File: src/rtl/cpu_ctrl_pkg.sv
// cpu_ctrl_pkg
//   Shared definitions for the CPU control path: state codes, control-field
//   encodings and the decoded control word. Used by control_sequencer,
//   control_decode and the next-state block.
package cpu_ctrl_pkg;

    // State codes
    localparam logic [7:0] S_FETCH    = 8'h00;
    localparam logic [7:0] S_DECODE   = 8'h01;
    localparam logic [7:0] S_LOAD     = 8'h02;
    localparam logic [7:0] S_MOV      = 8'h03;
    localparam logic [7:0] S_LDPC     = 8'h04;
    localparam logic [7:0] S_BRANCH   = 8'h05;
    localparam logic [7:0] S_SUB0     = 8'h06;
    localparam logic [7:0] S_SUB1     = 8'h07;
    localparam logic [7:0] S_SUB2     = 8'h08;
    localparam logic [7:0] S_ADD0     = 8'h09;
    localparam logic [7:0] S_ADD1     = 8'h0A;
    localparam logic [7:0] S_ADD2     = 8'h0B;
    localparam logic [7:0] S_XOR0     = 8'h0C;
    localparam logic [7:0] S_XOR1     = 8'h0D;
    localparam logic [7:0] S_XOR2     = 8'h0E;
    localparam logic [7:0] S_LOADIR   = 8'h0F;
    localparam logic [7:0] S_MUL1     = 8'h10;
    localparam logic [7:0] S_MUL2     = 8'h11;
    localparam logic [7:0] S_MUL3     = 8'h12;
    localparam logic [7:0] S_PUSH0    = 8'h13;
    localparam logic [7:0] S_PUSH1    = 8'h14;
    localparam logic [7:0] S_PUSH2    = 8'h15;
    localparam logic [7:0] S_PUSH3    = 8'h16;
    localparam logic [7:0] S_POP0     = 8'h17;
    localparam logic [7:0] S_POP1     = 8'h18;
    localparam logic [7:0] S_POP2     = 8'h19;
    localparam logic [7:0] S_POP3     = 8'h1A;
    localparam logic [7:0] S_CALL0    = 8'h1B;
    localparam logic [7:0] S_CALL1    = 8'h1C;
    localparam logic [7:0] S_CALL2    = 8'h1D;
    localparam logic [7:0] S_CALL3    = 8'h1E;
    localparam logic [7:0] S_CALL4    = 8'h1F;
    localparam logic [7:0] S_CALL5    = 8'h20;
    localparam logic [7:0] S_RET0     = 8'h21;
    localparam logic [7:0] S_RET1     = 8'h22;
    localparam logic [7:0] S_RET2     = 8'h23;
    localparam logic [7:0] S_RET3     = 8'h24;
    localparam logic [7:0] S_CMP0     = 8'h26;
    localparam logic [7:0] S_CMP1     = 8'h27;
    localparam logic [7:0] S_MUL0     = 8'h28;
    localparam logic [7:0] S_BR0      = 8'h29;
    localparam logic [7:0] S_BR_TAKEN = 8'h2A;
    localparam logic [7:0] S_BR2      = 8'h2B;
    localparam logic [7:0] S_BR3      = 8'h2C;
    localparam logic [7:0] S_BR4      = 8'h2D;
    localparam logic [7:0] S_BR_EVAL0 = 8'h2E;
    localparam logic [7:0] S_BR_EVAL1 = 8'h2F;
    localparam logic [7:0] S_CALL6    = 8'h4A;

    // addr_sel
    localparam logic [1:0] ADDR_PC = 2'd0;
    localparam logic [1:0] ADDR_SP = 2'd1;

    // mem_wdata_sel
    localparam logic MWD_REG = 1'b0;
    localparam logic MWD_PC  = 1'b1;

    // wdata_sel
    localparam logic [2:0] WD_IMM = 3'd0;
    localparam logic [2:0] WD_REG = 3'd1;
    localparam logic [2:0] WD_ALU = 3'd2;
    localparam logic [2:0] WD_PC  = 3'd3;
    localparam logic [2:0] WD_MEM = 3'd4;

    // pc_src
    localparam logic PC_SRC_REG = 1'b0;
    localparam logic PC_SRC_MEM = 1'b1;

    // alu_op
    localparam logic [1:0] ALU_ADD = 2'd0;
    localparam logic [1:0] ALU_SUB = 2'd1;
    localparam logic [1:0] ALU_XOR = 2'd2;
    localparam logic [1:0] ALU_MUL = 2'd3;

    // Full set of strobes decoded from one state
    typedef struct packed {
        logic       mem_rd;
        logic       mem_wr;
        logic [1:0] addr_sel;
        logic       mem_wdata_sel;
        logic       pc_inc;
        logic       pc_load;
        logic       pc_src;
        logic       sp_inc;
        logic       sp_dec;
        logic       reg_we;
        logic [2:0] wdata_sel;
        logic [1:0] alu_op;
        logic       a_load;
        logic       b_load;
        logic       status_we;
        logic       ir_load;
    } ctrl_t;

    // True for every state code the sequencer knows how to decode
    function automatic logic is_defined_state(input logic [7:0] s);
        case (s) inside
            [8'h00:8'h24], [8'h26:8'h2F], 8'h4A: return 1'b1;
            default:                             return 1'b0;
        endcase
    endfunction

endpackage

File: src/rtl/control_decode.sv
// control_decode
//   Purely combinational decode of the current state (and instruction
//   register fields) into the datapath control word.
//   Ports:
//     state     in  8  current state
//     instr     in 16  instruction register
//     mem_ready in  1  memory access completes this cycle
//     ctrl      out    decoded control word
//     rd_sel    out 4  instr[11:8]
//     rs_sel    out 4  instr[7:4]
module control_decode
    import cpu_ctrl_pkg::*;
(
    input  logic [7:0]  state,
    input  logic [15:0] instr,
    input  logic        mem_ready,
    output ctrl_t       ctrl,
    output logic [3:0]  rd_sel,
    output logic [3:0]  rs_sel
);

    assign rd_sel = instr[11:8];
    assign rs_sel = instr[7:4];

    // Three-phase ALU family: operand A latch, operand B latch, write-back.
    // alu_op stays on the family's operation in every phase.
    function automatic ctrl_t alu_phase(input logic [1:0] op, input logic [1:0] phase);
        ctrl_t c;
        c        = '0;
        c.alu_op = op;
        case (phase)
            2'd0:    c.a_load = 1'b1;
            2'd1:    c.b_load = 1'b1;
            2'd2: begin
                c.reg_we    = 1'b1;
                c.wdata_sel = WD_ALU;
                c.status_we = 1'b1;
            end
            default: ;
        endcase
        return c;
    endfunction

    always_comb begin
        // NOTE: defaulting the whole word first keeps every path assigned, so
        // no latch is inferred and unlisted states decode to all-zero.
        ctrl = '0;
        case (state)
            S_FETCH: begin
                ctrl.mem_rd   = 1'b1;
                ctrl.addr_sel = ADDR_PC;
            end
            S_LOADIR: begin
                ctrl.mem_rd   = 1'b1;
                ctrl.addr_sel = ADDR_PC;
                ctrl.ir_load  = mem_ready;
                ctrl.pc_inc   = mem_ready;
            end
            S_LOAD: begin
                ctrl.reg_we    = 1'b1;
                ctrl.wdata_sel = WD_IMM;
            end
            S_MOV: begin
                ctrl.reg_we    = 1'b1;
                ctrl.wdata_sel = WD_REG;
            end
            S_LDPC: begin
                ctrl.reg_we    = 1'b1;
                ctrl.wdata_sel = WD_PC;
            end
            S_BRANCH, S_CALL4, S_BR_TAKEN: begin
                ctrl.pc_load = 1'b1;
                ctrl.pc_src  = PC_SRC_REG;
            end
            S_ADD0: ctrl = alu_phase(ALU_ADD, 2'd0);
            S_ADD1: ctrl = alu_phase(ALU_ADD, 2'd1);
            S_ADD2: ctrl = alu_phase(ALU_ADD, 2'd2);
            S_SUB0: ctrl = alu_phase(ALU_SUB, 2'd0);
            S_SUB1: ctrl = alu_phase(ALU_SUB, 2'd1);
            S_SUB2: ctrl = alu_phase(ALU_SUB, 2'd2);
            S_XOR0: ctrl = alu_phase(ALU_XOR, 2'd0);
            S_XOR1: ctrl = alu_phase(ALU_XOR, 2'd1);
            S_XOR2: ctrl = alu_phase(ALU_XOR, 2'd2);
            S_MUL0: ctrl = alu_phase(ALU_MUL, 2'd0);
            S_MUL1: ctrl = alu_phase(ALU_MUL, 2'd1);
            S_MUL2: ctrl = alu_phase(ALU_MUL, 2'd2);
            S_CMP0: begin
                ctrl.a_load = 1'b1;
                ctrl.b_load = 1'b1;
                ctrl.alu_op = ALU_SUB;
            end
            S_CMP1: begin
                ctrl.status_we = 1'b1;
                ctrl.alu_op    = ALU_SUB;
            end
            S_PUSH0, S_CALL0: ctrl.sp_dec = 1'b1;
            S_PUSH2: begin
                ctrl.mem_wr        = 1'b1;
                ctrl.addr_sel      = ADDR_SP;
                ctrl.mem_wdata_sel = MWD_REG;
            end
            S_CALL2: begin
                ctrl.mem_wr        = 1'b1;
                ctrl.addr_sel      = ADDR_SP;
                ctrl.mem_wdata_sel = MWD_PC;
            end
            S_POP0, S_RET0: begin
                ctrl.mem_rd   = 1'b1;
                ctrl.addr_sel = ADDR_SP;
            end
            S_POP1: begin
                ctrl.mem_rd    = 1'b1;
                ctrl.addr_sel  = ADDR_SP;
                ctrl.reg_we    = mem_ready;
                ctrl.wdata_sel = mem_ready ? WD_MEM : WD_IMM;
            end
            S_RET1: begin
                ctrl.mem_rd   = 1'b1;
                ctrl.addr_sel = ADDR_SP;
                ctrl.pc_load  = mem_ready;
                ctrl.pc_src   = mem_ready ? PC_SRC_MEM : PC_SRC_REG;
            end
            S_POP2, S_RET2: ctrl.sp_inc = 1'b1;
            // Remaining defined states carry no controls; undefined states
            // also land here and are flagged by the sequencer.
            default: ;
        endcase
    end

endmodule

File: src/rtl/control_sequencer.sv
// control_sequencer
//   Holds the CPU state and instruction registers, stalls on memory wait,
//   flags undefined states and exposes the decoded datapath controls.
//   Ports:
//     clk, reset          clock, synchronous active-high reset
//     next_state   in  8  successor state from the next-state block
//     mem_data     in 16  memory read data
//     mem_ready    in  1  memory access completes this cycle
//     state        out 8  current state register
//     instr        out 16 instruction register
//     rd_sel/rs_sel out 4 instr[11:8] / instr[7:4]
//     memory, PC, SP, register-file and ALU strobes (see cpu_ctrl_pkg)
//     illegal      out 1  sticky undefined-state flag
module control_sequencer
    import cpu_ctrl_pkg::*;
(
    input  logic        clk,
    input  logic        reset,
    input  logic [7:0]  next_state,
    input  logic [15:0] mem_data,
    input  logic        mem_ready,
    output logic [7:0]  state,
    output logic [15:0] instr,
    output logic [3:0]  rd_sel,
    output logic [3:0]  rs_sel,
    output logic        mem_rd,
    output logic        mem_wr,
    output logic [1:0]  addr_sel,
    output logic        mem_wdata_sel,
    output logic        pc_inc,
    output logic        pc_load,
    output logic        pc_src,
    output logic        sp_inc,
    output logic        sp_dec,
    output logic        reg_we,
    output logic [2:0]  wdata_sel,
    output logic [1:0]  alu_op,
    output logic        a_load,
    output logic        b_load,
    output logic        status_we,
    output logic        illegal
);

    ctrl_t ctrl;
    logic  stall;

    control_decode u_decode (
        .state     (state),
        .instr     (instr),
        .mem_ready (mem_ready),
        .ctrl      (ctrl),
        .rd_sel    (rd_sel),
        .rs_sel    (rs_sel)
    );

    // A memory access in flight freezes the sequence until it completes.
    assign stall = (ctrl.mem_rd | ctrl.mem_wr) & ~mem_ready;

    // NOTE: sequential state uses non-blocking assignments so every register
    // samples the pre-edge values, independent of statement order.
    always_ff @(posedge clk) begin
        if (reset) begin
            state   <= S_FETCH;
            instr   <= '0;
            illegal <= 1'b0;
        end else begin
            if (!stall) begin
                state <= next_state;
                // Raised on the edge that enters the undefined state, so it is
                // already visible while the sequencer sits there.
                if (!is_defined_state(next_state)) begin
                    illegal <= 1'b1;
                end
            end
            if (ctrl.ir_load) begin
                instr <= mem_data;
            end
        end
    end

    assign mem_rd        = ctrl.mem_rd;
    assign mem_wr        = ctrl.mem_wr;
    assign addr_sel      = ctrl.addr_sel;
    assign mem_wdata_sel = ctrl.mem_wdata_sel;
    assign pc_inc        = ctrl.pc_inc;
    assign pc_load       = ctrl.pc_load;
    assign pc_src        = ctrl.pc_src;
    assign sp_inc        = ctrl.sp_inc;
    assign sp_dec        = ctrl.sp_dec;
    assign reg_we        = ctrl.reg_we;
    assign wdata_sel     = ctrl.wdata_sel;
    assign alu_op        = ctrl.alu_op;
    assign a_load        = ctrl.a_load;
    assign b_load        = ctrl.b_load;
    assign status_we     = ctrl.status_we;

endmodule
File: config.mk
export PLATFORM = sky130hd
export DESIGN_NAME = control_sequencer
export DESIGN_NICKNAME = d
export VERILOG_FILES = /design/src/rtl/cpu_ctrl_pkg.sv /design/src/rtl/control_decode.sv /design/src/rtl/control_sequencer.sv
export SDC_FILE = /design/constraint.sdc
export NUM_CORES = 1
export LEC_CHECK = 0
export BUFFER_PORTS_ARGS = -buffer_cell sky130_fd_sc_hd__clkbuf_2
export CAP_MARGIN = 20
export CORE_ASPECT_RATIO = 1.75
export CORE_MARGIN = 5
export CORE_UTILIZATION = 35
export CTS_BUF_LIST = sky130_fd_sc_hd__clkbuf_8
export DETAILED_ROUTE_END_ITERATION = 6
export PLACE_DENSITY = 0.7
export SETUP_SLACK_MARGIN = 0.2
export SKIP_LAST_GASP = 1
export SLEW_MARGIN = 15
export SYNTH_ARGS = -nofsm -noshare
export SYNTH_HDL_FRONTEND = slang
export SYNTH_SLANG_ARGS = --single-unit
export TNS_END_PERCENT = 100
File: constraint.sdc
create_clock -name clk -period 2.4 [get_ports clk]
set_clock_uncertainty 0.1 [all_clocks]
set_input_delay 0.48 -clock clk [delete_from_list [all_inputs] [get_ports clk]]
set_output_delay 0.48 -clock clk [all_outputs]
set_load 0.05 [all_outputs]
==> run_results.csv <==
group,metric,value,unit
worst_setup_path,crit_path_start_kind,"flop",
worst_setup_path,path_max_fanout,6,
synthesis,synth_top_area_share,0.3042,
global_routing,grt_overflow_total,0,
sta,rsz0062_at_grt,"true",
worst_setup_path,crit_buf_inv,1,
final_layout,design_area,2592,sq um
die,initial_core_util,0.3558,
power,p_leak,0.001110,uW
route,viasPerCell,5.395,
cts,cts_buffers,3,
global_routing,grt_pass1_vias,1818,
final_layout,area_growth_syn_to_layout,57.57,%
sta,setup_tns,-0.3762,ns
sta,fin_crit_sh,1.032,
synthesis,yosys.area.top_type,"dfxtp_1",
cts,insertion_delay,0.27,ns
worst_setup_path,arrival,1.90,ns
status,violations,"negative setup slack",
worst_setup_path,slowest_stage,"or4_4",
placement,dp_hpwl,3713,um
status,status,"finished with violations",
cts,cts_root_buf,"clkbuf_8",
die,fp.dieW,61.83,um
route,top_layer_used,"met4",
synthesis,ys_seq_area_frac,0.3042,
power,ir_drop,0.4255,mV
route,vias,1802,
worst_hold_path,hold_path.class,"input pin to flop",
cts,cts.sink_count,25,
sta,fmax,0.4036,GHz
synthesis,ys_warn_count,0,
synthesis,ys_top_cells_by_area,"dfxtp_1 30%, mux2i_1 12%, nor2_1 7.5%",
cts,cts_max_level,1,
synthesis,synth_cell_types,50,
worst_setup_path,rr_startpoint,"state[6]",
route,ant_nets,0,
route,wl_met2,2692,um
synthesis,ys_ff_latch,25,
sta,hold_viol_final,0,
worst_hold_path,min_to,"instr[8]",
route,dr_wl_met3,418,um
die,io_pins,79,
worst_setup_path,crit_path_end_kind,"output port",
sta,setup_violations,8,
synthesis,syn_nets,228,
global_routing,antenna_found_initial,0,
synthesis,synthCells,201,
die,row_count,33,
die,die_area,6226,sq um
worst_setup_path,r2r_end,"instr[5]",
synthesis,netlist_area,1645,sq um
placement,place.gp.congestion,0.8693,
run,max-cap-violations,0,
route,dr.pass1.iters,5,
worst_setup_path,reg2regPathDepth,6,
worst_setup_path,worstPathRequired,1.82,ns
route,wl,5089,um
synthesis,synthArstFlopShare,0,
global_routing,grt_start_max_net_pins,26,
synthesis,ys.flop_type,"dfxtp_1",
die,die_y,100.7,um
sta,worst_slack,-0.07797,ns
worst_setup_path,path_cells,"or4_4 -> o31ai_4 -> a21oi_1 -> a21oi_4 -> buf_12",
synthesis,yosysMostFrequentCell,"nor2_1",
placement,dpl_cell_area,2248,sq um
route,wl_per_cell,15.24,um
worst_setup_path,crit_type,"flop to output port",
sta,min_period,2.478,ns
global_routing,grtUsageTotal,0.1680,
power,fin_total_pwr,1140,uW
cts,clk_path_buf_depth,2,
sta,slew_viol_final,0,
worst_setup_path,crit_family,"simple AND/OR/NAND/NOR gates",
die,core,4624,sq um
route,drtIter0Drc,71,
cts,cts_hold_buf,0,
worst_hold_path,min_from,"mem_data[8]",
synthesis,yosys-top-cells-count,"33 x nor2_1, 25 x dfxtp_1, 20 x mux2i_1, 12 x nand2_1, 9 x buf_4",
worst_hold_path,worstHoldPathCells,3,
power,powerDensity,439.6,nW/um^2
final_layout,drive_gt1_frac,0.5213,
final_layout,layout.nets,310,
placement,port_buffers,77,
worst_setup_path,reg2reg_slack,0.35,ns
cts,cts_tree,"yes",
synthesis,synth_edf_count,0,
cts,clkSlewWorstSetupHoldPaths,0.08,ns
sta,fin_hold_ws,0.3439,ns
final_layout,antenna_cells,0,
global_routing,grt_pass1_wl,8176,um
route,drc,0,
worst_setup_path,max_stage_delay,0.59,ns
synthesis,syn_avg_cell_area,8.186,sq um
route,wl_met1,1845,um
## worst max-delay path by stage
stage,startpoint,endpoint,cells past startpoint,slack [ns]
finish,state[6],status_we,5,-0.08
CTS,state[4],status_we,6,-0.07
global route,state[4],status_we,6,-0.16
global placement,state[4],status_we,6,0.07
detailed placement,state[4],status_we,6,0.06
floorplan,state[4],reg_we,6,-0.03
## tightest hold or removal path: stages
cell and delay (ns):
clkbuf_2 0.07, mux2i_1 0.05, nor2_1 0.07
## cell type report
cell class / count / area (sq um)
Clock buffer: 3 / 41.29
Clock inverter: 1 / 5.005
Fill cell: 419 / 2032
Inverter: 5 / 18.77
Multi-Input combinational cell: 145 / 1142
Sequential cell: 25 / 525.5
Tap cell: 52 / 65.06
Timing Repair Buffer: 103 / 794.5
## layout by cell type, fill, tap and decap left out, types with 3 or more instances in the layout
cell / instances
inv_1: 4
buf_12: 6
buf_4: 21
nand3_1: 6
dfxtp_4: 6
nand2_1: 11
buf_8: 9
dfxtp_1: 17
o21ai_1: 3
clkbuf_8: 4
mux2i_1: 20
nor3b_1: 4
a21oi_1: 5
o21ai_0: 5
nand2b_1: 3
nor3_4: 4
nor2_1: 30
clkbuf_2: 59
buf_6: 6
nor3_1: 3
## kinds of logic (layout without fill, tap and decap cells)
logic type	after synthesis	count (layout)	share of synthesized area
compound gates	36	36	0.1666
mux	21	21	0.1285
simple gates	84	84	0.2684
flops	25	25	0.3042
buf+inv	31	112	0.1141
other cells	1	1	0.002279
xor+xnor	3	3	0.01597
## metrics by stage
| step | util | std cells | setup WS [ns] |
|---|---|---|---|
| floorplan | - | 201 | -0.02612 |
| global placement | 0.4862 | 318 | 0.07376 |
| detailed placement | 0.4862 | 318 | 0.06133 |
| CTS | 0.5422 | 332 | -0.07128 |
| global route | 0.5606 | 334 | -0.1598 |
| finish | 0.5606 | 334 | -0.07797 |
## report_power, final
group	internal, uW	switching (uW)	total, uW
Clock	116	128	244
Combinational	179	258	438
Sequential	426	32.0	458
Total	721	418	1140
## sequential cells by signal (all words and copies together) (netlist names)
name	flops
state	8
instr	16
illegal	1
## metal layers
metal | global-route usage | vias to the layer above
li1 | - | 867
met1 | 0.1914 | 827
met2 | 0.2801 | 98
met3 | 0.03974 | 10
met4 | 0.08497 | 0
met5 | 0 | -
## what timing repair did
| item | CTS | global route |
|---|---|---|
| resized for setup | 32 | 26 |
| setup buffers | 10 | 2 |
| pin swaps | 7 | 9 |
| endpoints found under the setup margin | 28 | 34 |
No activity file was read; power rests on OpenSTA's default activity.
